[src/rtl/uart_tx_pkg.sv]
// Shared types and helpers for the UART transmit framer.
// Parity-mode and FSM encodings, FIFO entry width and the parity-bit rule.
package uart_tx_pkg;

  typedef enum logic [1:0] {
    PAR_EVEN  = 2'b00,
    PAR_ODD   = 2'b01,
    PAR_MARK  = 2'b10,
    PAR_SPACE = 2'b11
  } par_mode_t;

  typedef enum logic [2:0] {
    ST_IDLE   = 3'd0,
    ST_START  = 3'd1,
    ST_DATA   = 3'd2,
    ST_PARITY = 3'd3,
    ST_STOP1  = 3'd4,
    ST_STOP2  = 3'd5
  } state_t;

  // FIFO entry = data word plus {par_enable, par_mode[1:0], stop2}
  function automatic int unsigned entry_width(input int unsigned width);
    return width + 4;
  endfunction

  function automatic logic parity_bit(input par_mode_t mode, input logic xor_red);
    case (mode)
      PAR_EVEN: return xor_red;
      PAR_ODD:  return ~xor_red;
      PAR_MARK: return 1'b1;
      default:  return 1'b0;
    endcase
  endfunction

endpackage

[src/rtl/uart_tx_fifo.sv]
// Synchronous FIFO with first-word fall-through read data and registered flags.
// Flags are decoded from the next occupancy count so they switch on the push/pop edge.
module uart_tx_fifo #(
  parameter int unsigned DW    = 12,
  parameter int unsigned DEPTH = 4
) (
  input  logic          CLK,
  input  logic          RST,
  input  logic          push,
  input  logic          pop,
  input  logic [DW-1:0] wdata,
  output logic [DW-1:0] rdata,
  output logic          full,
  output logic          empty
);

  localparam int unsigned AW = $clog2(DEPTH);
  localparam int unsigned CW = AW + 1;

  logic [DW-1:0] mem [DEPTH];
  logic [AW-1:0] wr_ptr_q;
  logic [AW-1:0] rd_ptr_q;
  logic [CW-1:0] count_q;
  logic [CW-1:0] count_d;
  logic          push_ok;
  logic          pop_ok;

  // A push against a full FIFO is dropped even if a pop frees a slot this cycle
  assign push_ok = push && !full;
  assign pop_ok  = pop && !empty;

  always_comb begin
    count_d = count_q;
    if (push_ok && !pop_ok) begin
      count_d = count_q + CW'(1);
    end else if (!push_ok && pop_ok) begin
      count_d = count_q - CW'(1);
    end
  end

  always_ff @(posedge CLK or posedge RST) begin
    if (RST) begin
      wr_ptr_q <= '0;
      rd_ptr_q <= '0;
      count_q  <= '0;
      full     <= 1'b0;
      empty    <= 1'b1;
    end else begin
      if (push_ok) wr_ptr_q <= wr_ptr_q + AW'(1);
      if (pop_ok)  rd_ptr_q <= rd_ptr_q + AW'(1);
      count_q <= count_d;
      full    <= (count_d == CW'(DEPTH));
      empty   <= (count_d == '0);
    end
  end

  always_ff @(posedge CLK) begin
    if (push_ok) mem[wr_ptr_q] <= wdata;
  end

  assign rdata = mem[rd_ptr_q];

endmodule

[src/rtl/uart_tx_framer.sv]
// UART transmit framer: buffers tagged words and serialises one bit per CLK.
// Each frame: start, WIDTH data bits LSB first, optional parity, one or two stops.
module uart_tx_framer
  import uart_tx_pkg::*;
#(
  parameter int unsigned WIDTH = 8,
  parameter int unsigned DEPTH = 4
) (
  input  logic             CLK,
  input  logic             RST,
  input  logic [WIDTH-1:0] P_DATA,
  input  logic             DATA_VALID,
  input  logic             PAR_ENABLE,
  input  logic [1:0]       PAR_MODE,
  input  logic             STOP2,
  output logic             TX_OUT,
  output logic             BUSY,
  output logic             FULL,
  output logic             EMPTY,
  output logic             PAR_BIT
);

  localparam int unsigned EW  = entry_width(WIDTH);
  localparam int unsigned BCW = $clog2(WIDTH);

  state_t           state_q;
  state_t           state_d;
  logic [WIDTH-1:0] shreg_q;
  logic [BCW-1:0]   bit_cnt_q;
  logic             cfg_par_en_q;
  logic             cfg_stop2_q;
  logic             pop_c;
  logic             tx_d;
  logic             busy_d;

  logic [EW-1:0]    fifo_wdata;
  logic [EW-1:0]    fifo_rdata;
  logic [WIDTH-1:0] rd_data;
  logic             rd_par_en;
  par_mode_t        rd_mode;
  logic             rd_stop2;

  assign fifo_wdata = {P_DATA, PAR_ENABLE, PAR_MODE, STOP2};
  assign rd_data    = fifo_rdata[EW-1 -: WIDTH];
  assign rd_par_en  = fifo_rdata[3];
  assign rd_mode    = par_mode_t'(fifo_rdata[2:1]);
  assign rd_stop2   = fifo_rdata[0];

  uart_tx_fifo #(
    .DW    (EW),
    .DEPTH (DEPTH)
  ) u_fifo (
    .CLK   (CLK),
    .RST   (RST),
    .push  (DATA_VALID),
    .pop   (pop_c),
    .wdata (fifo_wdata),
    .rdata (fifo_rdata),
    .full  (FULL),
    .empty (EMPTY)
  );

  // State register
  always_ff @(posedge CLK or posedge RST) begin
    if (RST) state_q <= ST_IDLE;
    else     state_q <= state_d;
  end

  // Next state and pop; the final stop state chains straight into the next start bit
  always_comb begin
    state_d = state_q;
    pop_c   = 1'b0;
    case (state_q)
      ST_IDLE: begin
        if (!EMPTY) begin
          pop_c   = 1'b1;
          state_d = ST_START;
        end
      end
      ST_START:  state_d = ST_DATA;
      ST_DATA: begin
        if (bit_cnt_q == BCW'(WIDTH - 1)) begin
          state_d = cfg_par_en_q ? ST_PARITY : ST_STOP1;
        end
      end
      ST_PARITY: state_d = ST_STOP1;
      ST_STOP1: begin
        if (cfg_stop2_q) begin
          state_d = ST_STOP2;
        end else if (!EMPTY) begin
          pop_c   = 1'b1;
          state_d = ST_START;
        end else begin
          state_d = ST_IDLE;
        end
      end
      ST_STOP2: begin
        if (!EMPTY) begin
          pop_c   = 1'b1;
          state_d = ST_START;
        end else begin
          state_d = ST_IDLE;
        end
      end
      default:   state_d = ST_IDLE;
    endcase
  end

  // Line level and busy for the current state; registered below
  always_comb begin
    tx_d   = 1'b1;
    busy_d = (state_q != ST_IDLE);
    case (state_q)
      ST_START:  tx_d = 1'b0;
      ST_DATA:   tx_d = shreg_q[0];
      ST_PARITY: tx_d = PAR_BIT;
      default:   tx_d = 1'b1;
    endcase
  end

  always_ff @(posedge CLK or posedge RST) begin
    if (RST) begin
      TX_OUT <= 1'b1;
      BUSY   <= 1'b0;
    end else begin
      TX_OUT <= tx_d;
      BUSY   <= busy_d;
    end
  end

  // Shift register, bit counter and per-frame config captured on pop
  always_ff @(posedge CLK or posedge RST) begin
    if (RST) begin
      shreg_q      <= '0;
      bit_cnt_q    <= '0;
      cfg_par_en_q <= 1'b0;
      cfg_stop2_q  <= 1'b0;
      PAR_BIT      <= 1'b0;
    end else begin
      if (pop_c) begin
        shreg_q      <= rd_data;
        cfg_par_en_q <= rd_par_en;
        cfg_stop2_q  <= rd_stop2;
        PAR_BIT      <= parity_bit(rd_mode, ^rd_data);
      end else if (state_q == ST_DATA) begin
        shreg_q   <= {1'b0, shreg_q[WIDTH-1:1]};
        bit_cnt_q <= bit_cnt_q + BCW'(1);
      end
      if (state_q == ST_START) bit_cnt_q <= '0;
    end
  end

endmodule

[config.mk]
export PLATFORM = sky130hd
export DESIGN_NAME = uart_tx_framer
export DESIGN_NICKNAME = d
export VERILOG_FILES = /design/src/rtl/uart_tx_pkg.sv /design/src/rtl/uart_tx_fifo.sv /design/src/rtl/uart_tx_framer.sv
export SDC_FILE = /design/constraint.sdc
export NUM_CORES = 1
export LEC_CHECK = 0
export ABC_AREA = 1
export CAP_MARGIN = 5
export CORE_ASPECT_RATIO = 1.5
export CORE_UTILIZATION = 43
export CTS_CLUSTER_SIZE = 20
export DETAILED_ROUTE_END_ITERATION = 8
export PLACE_DENSITY_LB_ADDON = 0.3
export SKIP_CTS_REPAIR_TIMING = 1
export SKIP_LAST_GASP = 1
export SLEW_MARGIN = 30
export SYNTH_ARGS = -nofsm -noshare
export SYNTH_HDL_FRONTEND = slang
export SYNTH_SLANG_ARGS = --single-unit
[constraint.sdc]
create_clock -name CLK -period 2.7 [get_ports CLK]
set_input_delay 0.54 -clock CLK [delete_from_list [all_inputs] [get_ports CLK]]
set_output_delay 0.54 -clock CLK [all_outputs]
set_load 0.005 [all_outputs]
Yosys cells after proc, flatten, opt, wreduce, memory -nomap -nowiden
Memory sizes are Yosys's and may differ from the RTL's.
Index checks and enable logic that the tools add are counted.
{"block": "op_classes", "n_addsub": 5, "n_mul": 0, "div": 0, "magnitude_cmp": 0, "n_eq_ne": 12, "shift": 0, "n_mux": 20, "bitwise_logic": 1, "reduce_logical": 18}
{"op": "$mux W3", "count": 9}
{"op": "$pmux W3 S6", "count": 1}
{"op": "$mux W8", "count": 2}
{"op": "$eq A3 B3 Y1 const B", "count": 4}
{"op": "$reduce_xor A8 Y1", "count": 1}
{"op": "$add A3 B1 Y3 const B", "count": 2}
{"op": "$eq A3 B2 Y1 const B", "count": 2}
{"op": "$logic_not A3 Y1", "count": 2}
{"op": "$ne A2 B2 Y1 const B", "count": 3}
{"op": "$pmux W1 S3", "count": 2}
{"op": "$mux W1", "count": 5}
{"op": "$add A2 B1 Y2 const B", "count": 2}
{"op": "$logic_and A1 B1 Y1", "count": 4}
{"op": "$logic_not A1 Y1", "count": 4}
{"op": "$reduce_and A2 Y1", "count": 2}
{"op": "$reduce_bool A2 Y1", "count": 2}
{"op": "$eq A3 B1 Y1 const B", "count": 1}
{"op": "$reduce_bool A3 Y1", "count": 1}
{"op": "$sub A3 B1 Y3 const B", "count": 1}
{"op": "$eq A2 B1 Y1 const B", "count": 1}
{"op": "$eq A2 B2 Y1 const B", "count": 1}
{"op": "$logic_not A2 Y1", "count": 1}
{"op": "$pmux W1 S2", "count": 1}
{"op": "$reduce_or A2 Y1", "count": 1}
{"op": "$not A1 Y1", "count": 1}
{"block": "word_totals", "ff_bits": 28, "latchBits": 0, "ram_bits": 48, "mem_bits_ro": 0, "input_bits": 15, "output_inout_bits": 5, "elab_cells": 70, "mem_count": 1}
{"memory": "u_fifo.mem", "depth": 4, "word_bits": 12, "rd": 1, "rd_ports_with_merged_regs": 0, "wr": 1, "line_no": "uart_tx_fifo.sv:20", "rtl": "logic [DW-1:0] mem [DEPTH];"}

Longest topological paths before layout
Gate-level depths: netlist of the first run.
{"block": "logic_depth", "ltp_word": 8, "ltp_mapped": 16, "depth_no_buf": 14}

Hierarchy
Synthesis of the first run repeated with hierarchy kept, for this count alone.
{"block": "unflattened", "hier_cells": 339, "area_unflattened_um2": 3538.4}
{"mod": "uart_tx_fifo", "n_inst": 1, "cells_per_inst": 200, "area_per_inst_um2": 2416.1, "seq_area_each_um2": 1667.8}
{"mod": "uart_tx_framer", "n_inst": 1, "cells_per_inst": 139, "area_per_inst_um2": 1122.3, "seq_area_each_um2": 476.7}

Worst setup path before layout of the first run
OpenSTA, ideal clock, no wires.
{"block": "synth_path", "kind": "input -> register", "start": "in DATA_VALID", "end": "mem u_fifo.mem[0][0], enable pin", "setup_time_ps": 380, "arrival_time_ps": 1512, "required_time_ps": 2320, "setup_slack_ps": 808, "stages": 4, "n_path_buf": 0, "cell_sequence": "inv_1 -> nor2_1 -> inv_1 -> nor2_1"}
{"block": "synth_via", "elab_chain_cells": 3}
{"element": "start, declared", "line_no": "uart_tx_framer.sv:12", "rtl": "input logic DATA_VALID,"}
{"element": "$logic_and A1 B1 Y1", "line_no": "uart_tx_fifo.sv:29", "rtl": "assign push_ok = push && !full;"}
{"element": "$mux W1", "line_no": "uart_tx_fifo.sv:58", "rtl": "if (push_ok) mem[wr_ptr_q] <= wdata;"}
{"element": "$mux W1 (implied by the code)", "line_no": "uart_tx_fifo.sv:58"}
{"element": "end, declared", "line_no": "uart_tx_fifo.sv:20"}
No other way between the ends.

Worst setup path in the final report of the first run
{"block": "layout_path", "start": "reg u_fifo.empty", "end": "out EMPTY"}
{"element": "start, declared", "line_no": "uart_tx_fifo.sv:14", "rtl": "output logic empty"}
{"element": "start signal, assigned", "line_no": "uart_tx_fifo.sv:53", "rtl": "empty <= (count_d == '0);"}
{"element": "end, declared", "line_no": "uart_tx_framer.sv:19", "rtl": "output logic EMPTY,"}
No word-level cell between the ends.

==> run summary, run 1 <==
outcome -> completed
Crit path max-delay family -> flip-flops
Netlist cell types -> 35
Total Wirelength -> 6651 µm
# rows -> 40
# diodes -> 0
CP Capture Type -> primary output
mapped cell area -> 3578 µm²
die area -> 8698 µm²
RD Place Congestion -> 0.8272
crit start category -> flip-flop
Synth Flop Type -> edfxtp_1
area grow syn2layout -> 16.71%
HP Class -> reg -> reg
Final period util -> 70.22%
largest net degree at the start of global routing -> 27
DRT antenna net count -> 0
vias per inst -> 4.860
die width -> 76.49 µm
utilization after layout -> 51.83%
total grt overflow -> 0
Critical Path Slowest Stage Cell -> dfstp_2
initial antenna violation count -> 0
RSZ-0062 raised after global routing -> no
ys async rst share -> 36.84%
num ports -> 20
clock skew -> 0.005904 ns
Clk network pwr share -> 23.5%
Slew HR -> 54.39%
syn nets -> 393
initial core utilization -> 44.41%
PwrDens -> 1207 nW/µm²
Least-Margin Pin Slew -> 0.6835 ns
Final Hold Vio Count -> 0
leakage power -> 1.842 nW
number of global-route vias before repair -> 2421
pins over their slew limit -> 0
CP required -> 2.16 ns
Initial DRC Count -> 137
layout cells sized above 1 -> 12.16%
Sw Share -> 39.39%
critical path's largest stage delay -> 0.53 ns
Crit Path Class -> reg -> out
crit-path cells -> clkdlybuf4s50_1
die height -> 113.7 µm
CTS Sinks -> 76
CTS tree -> done
H-tree depth -> 3
core area -> 8058 µm²
DR vias -> 2469
fin nets -> 421
sequential share of the synthesized area -> 59.93%
DP HPWL -> 4996 µm
Setup Viol. Count Final -> 0
flop and latch count out of synthesis -> 76
crit path DAT -> 1.36 ns
Period minus WS final -> 1.896 ns
Ys Warns -> 0
cells after synthesis -> 370
residual DRC count -> 0
post-synthesis compound-gate area fraction -> 5.979%
clk_lat worst skew -> 0.34 ns
internal power -> 3.056 mW
DR WL/cell -> 13.09 µm
Post-Synth Adder-Cell Area -> 2.797%
clock transition at the registers of the reported paths -> 0.06 ns
Root Buffer -> clkbuf_16
setup tns final -> 0 ns
total CTS buffers -> 9
Peak VDD IR -> 0.0005671 V
Gate power share -> 41.5%
Port Buffers -> 19
area share of and/or/nand/nor cells after synthesis -> 24.02%
mux share of post-synthesis cell area -> 0%
average size of a mapped cell -> 9.671 µm²
critical path peak fanout -> 2
Pre-antenna DRT Iters -> 4
number of max-cap violations -> 0
XOR/XNOR share of the synthesized area -> 1.189%
main combinational cell family by area after synthesis -> simple AND/OR/NAND/NOR gates
switching pwr -> 1.986 mW
Post-synth EDFFs -> 48
Buf+Inv Stages, Crit Path -> 1
Total Routing Usage GR -> 17.11%
Seq pwr share -> 35.0%
f_max -> 527.5 MHz
clock buffer depth -> 2
global-route wire length before repair -> 11370 µm
==> synth_stat cells, types with 2 or more instances <==
master / number / area [µm²]
o21ai_0: 10 / 50.05
nand4_1: 2 / 12.51
nand3_1: 28 / 140.1
dfstp_2: 2 / 52.55
xor2_1: 2 / 17.52
nand2_1: 133 / 499.2
buf_2: 4 / 20.02
buf_4: 3 / 22.52
ha_1: 8 / 100.1
o22ai_1: 4 / 25.02
edfxtp_1: 48 / 1441
o221ai_1: 5 / 43.79
nor3_1: 2 / 10.01
inv_2: 2 / 7.510
inv_1: 29 / 108.9
nand2_2: 14 / 87.58
a22oi_1: 3 / 22.52
buf_6: 2 / 22.52
dfrtp_1: 26 / 650.6
a21oi_1: 6 / 30.03
nor2_1: 23 / 86.33
==> area by class of cell <==
type,instances,area [µm²]
fillers,710,3881
flip-flops and latches,76,2145
multi-input cells,250,1216
repair buffers,28,257.7
clock buffers,9,225.2
well taps,105,131.4
inverters,33,128.9
clock inverters,7,72.57
==> stage by stage <==
| step | setup slack (ns) | power [mW] | std cells | hold slack (ns) | area [µm²] |
|---|---|---|---|---|---|
| global placement | 0.5041 | 3.812 | 492 | 0.5080 | 3879 |
| floorplan | 0.8080 | 3.424 | 370 | 0.4856 | 3578 |
| CTS | 0.7911 | 5.081 | 508 | 0.5248 | 4177 |
| global route | 0.6352 | 5.459 | 508 | 0.5489 | 4177 |
| detailed placement | 0.4672 | 3.886 | 492 | 0.5096 | 3879 |
| finish | 0.8041 | 5.042 | 508 | 0.5163 | 4177 |
==> sequential cells by signal (all words and copies together) (netlist names), 2 cells and up <==
| register | count |
|---|---|
| bit_cnt_q | 3 |
| u_fifo.count_q | 3 |
| state_q | 3 |
| u_fifo.wr_ptr_q | 2 |
| u_fifo.mem | 48 |
| shreg_q | 8 |
| u_fifo.rd_ptr_q | 2 |
==> cells by family (layout without fill, tap and decap cells) <==
group	Yosys count	count (layout)
AO/OA/AOI/OAI	33	33
XOR/XNOR	4	4
adder cells (fa/ha/maj)	8	8
buffers and inverters	44	77
flip-flops	76	76
AND/OR/NAND/NOR	205	205
==> power groups by stage <==
stage                     Sequential [mW]  Clock (mW)  Combinational, mW
after global routing                 1.80        1.26               2.40
after floorplan                      1.74           0               1.68
final                                1.76        1.18               2.09
after detailed placement             1.79           0               2.10
after CTS                            1.77        1.20               2.11
after global placement               1.78           0               2.03
==> worst paths after layout <==
check                                    from            to  slack [ns]  cells after the start
setup / recovery                 u_fifo.empty         EMPTY        0.80                      1
hold / removal                        PAR_BIT       PAR_BIT        0.52                      2
setup reg to reg           u_fifo.rd_ptr_q[0]       PAR_BIT        0.86                     14
hold reg to reg                       PAR_BIT       PAR_BIT        0.52                      2
max in group asynchronous                 RST       PAR_BIT        1.54                      3
min in group asynchronous                 RST  bit_cnt_q[2]        0.61                      2
==> layout by cell type, fill, tap and decap left out, types with 8 or more instances in the layout <==
| cell type | count |
|---|---|
| o21ai_0 | 10 |
| nand2_1 | 133 |
| inv_1 | 29 |
| edfxtp_1 | 48 |
| ha_1 | 8 |
| dfrtp_1 | 26 |
| nor2_1 | 23 |
| clkbuf_16 | 9 |
| nand3_1 | 28 |
| clkdlybuf4s50_1 | 19 |
| nand2_2 | 14 |
| buf_4 | 9 |
==> metal layers <==
layer  wire length (µm)  share of wire (%)  track usage (%)  vias to the layer above
met5                  0                  0                0                        -
met4                181                2.7            10.00                        0
met3                175                2.6            3.760                       16
met2               3402                 51            28.83                       44
met1               2892                 43            20.10                     1131
li1                   -                  -                -                     1278
Power figures use the tool's default switching activity.
==> run 2, diff against run 1 <==
==> constraint.sdc (replaced) <==
create_clock -name CLK -period 1.9 [get_ports CLK]
set_input_delay 0.38 -clock CLK [delete_from_list [all_inputs] [get_ports CLK]]
set_output_delay 0.38 -clock CLK [all_outputs]
set_load 0.005 [all_outputs]
==> run summary, run 2 (synthesized netlist as in run 1, its figures left out) <==
outcome -> completed
Hold WS -> 0.4106 ns (-0.1057 ns)
H-tree depth -> 3 (unchanged)
Initial DRC Count -> 106 (-23%)
number of max-cap violations -> 0 (unchanged)
# diodes -> 0 (unchanged)
Largest regs -> u_fifo.mem (48), shreg_q (8)
RSZ-0062 raised after global routing -> no
worst reg-to-reg setup slack -> 0.19 ns (-0.67 ns)
Final Instance Area -> 4253 µm² (+1.8%)
CP Capture Type -> primary output
Layout Cells excl Fill -> 512 (+0.79%)
area grow syn2layout -> 18.85%
Crit Reg-Reg Startpoint -> u_fifo.rd_ptr_q[0]
leakage power -> 1.877 nW (+1.9%)
Pre-antenna DRT Iters -> 4 (unchanged)
worst reg-to-reg path cell count -> 14 (unchanged)
layout cells sized above 1 -> 13.02% (+0.86 points)
Reg with most FFs -> u_fifo.mem
# rows -> 40 (unchanged)
CTS Sinks -> 76 (unchanged)
clock buffer depth -> 2 (unchanged)
Largest register FFs -> 48 (unchanged)
most frequent cells in the layout -> nand2_1, edfxtp_1, inv_1, nand3_1, dfrtp_1
Buf+Inv Stages, Crit Path -> 1 (unchanged)
num ports -> 20 (unchanged)
Least-Margin Pin Slew -> 0.5795 ns (-0.1040 ns)
Port Buffers -> 19 (unchanged)
HP Class -> in -> async
Setup Viol. Count Final -> 0 (unchanged)
Final period util -> 91.48%
crit-path cells -> clkdlybuf4s50_1
DP Area -> 3909 µm² (+0.77%)
Total Wirelength -> 6451 µm (-3.0%)
DR vias -> 2460 (-0.36%)
DRT antenna net count -> 0 (unchanged)
crit path DAT -> 1.36 ns (about the same)
Total Routing Usage GR -> 16.88% (-0.23 points)
Slew HR -> 61.07% (+6.7 points)
number of global-route vias before repair -> 2424 (+0.12%)
pins over their slew limit -> 0 (unchanged)
f_max -> 575.3 MHz
critical path's largest stage delay -> 0.53 ns (about the same)
clock skew -> 0.005061 ns (-0.0008433 ns)
DP HPWL -> 4798 µm (-4.0%)
commonest non-fill, non-tap cell in the layout -> nand2_1
Crit path max-delay family -> flip-flops
Peak VDD IR -> 0.0008648 V (+53%)
PwrDens -> 1751 nW/µm² (+45%)
total grt overflow -> 0 (unchanged)
Final Hold Vio Count -> 0 (unchanged)
clk_lat worst skew -> 0.33 ns (about the same)
die area -> 8698 µm² (unchanged)
largest net degree at the start of global routing -> 29 (+7.4%)
Period minus WS final -> 1.738 ns
r2r endpoint -> PAR_BIT
die width -> 76.49 µm (unchanged)
CTS tree -> done
CP required -> 1.52 ns (-0.64 ns)
DP Cell Count -> 496 (+0.81%)
residual DRC count -> 0 (unchanged)
global-route wire length before repair -> 11270 µm (-0.91%)
critical path peak fanout -> 2 (unchanged)
fin nets -> 425 (+0.95%)
RD Place Congestion -> 0.8467 (+2.4%)
total CTS buffers -> 9 (unchanged)
DR WL/cell -> 12.60 µm (-3.8%)
Critical Path Slowest Stage Cell -> dfstp_2
Crit Path Class -> reg -> out
Root Buffer -> clkbuf_16
vias per inst -> 4.805 (-1.1%)
core area -> 8058 µm² (unchanged)
crit start category -> flip-flop
initial antenna violation count -> 0 (unchanged)
clock transition at the registers of the reported paths -> 0.06 ns (about the same)
initial core utilization -> 44.41% (unchanged)
fill count -> 723 (+1.8%)
die height -> 113.7 µm (unchanged)
-- run 2: stage by stage --
step / setup slack (ns) / utilization (%) / total power, mW / setup TNS [ns]
3_3_place_gp: -0.01227 / 48.51 / 5.462 / -0.3540
2_1_floorplan: 0.1680 / - / 4.866 / 0
6_report: 0.1618 / 52.78 / 7.448 / 0
4_1_cts: 0.1448 / 52.73 / 7.490 / 0
3_5_place_dp: -0.03205 / 48.51 / 5.556 / -0.4918
5_1_grt: 0.009259 / 52.78 / 8.078 / 0
-- run 2: power breakdown --
group / internal [mW] / switching [mW]
combinational: 1.10 / 1.90
clock: 1.28 / 0.645
sequential: 2.28 / 0.251
total: 4.66 / 2.79
-- run 2: per-layer routing --
layer | vias up | track usage (%) | routed length (µm)
li1 | 1289 | - | -
met1 | 1122 | 19.57 | 2886
met2 | 36 | 28.65 | 3206
met3 | 13 | 5.200 | 204
met4 | 0 | 7.692 | 153
met5 | - | 0 | 0
-- run 2: area by class of cell --
type                    instances  area (µm²)  share of cell area (%)
clock buffers                   9       225.2                   5.296
inverters                      33       132.6                   3.119
repair buffers                 32       287.8                   6.767
clock inverters                 7       115.1                   2.707
well taps                     105       131.4                   3.089
multi-input cells             250        1216                   28.60
flip-flops and latches         76        2145                   50.43
-- run 2: worst max path at each step --
| stage | startpoint | end | cells after the start |
|---|---|---|---|
| after floorplan | DATA_VALID | u_fifo.mem[0][0] | 4 |
| after global placement | DATA_VALID | u_fifo.mem[0][8] | 6 |
| after detailed placement | DATA_VALID | u_fifo.full | 8 |
| after CTS | u_fifo.empty | EMPTY | 1 |
| after global routing | u_fifo.rd_ptr_q[0] | PAR_BIT | 14 |
| final | u_fifo.empty | EMPTY | 1 |
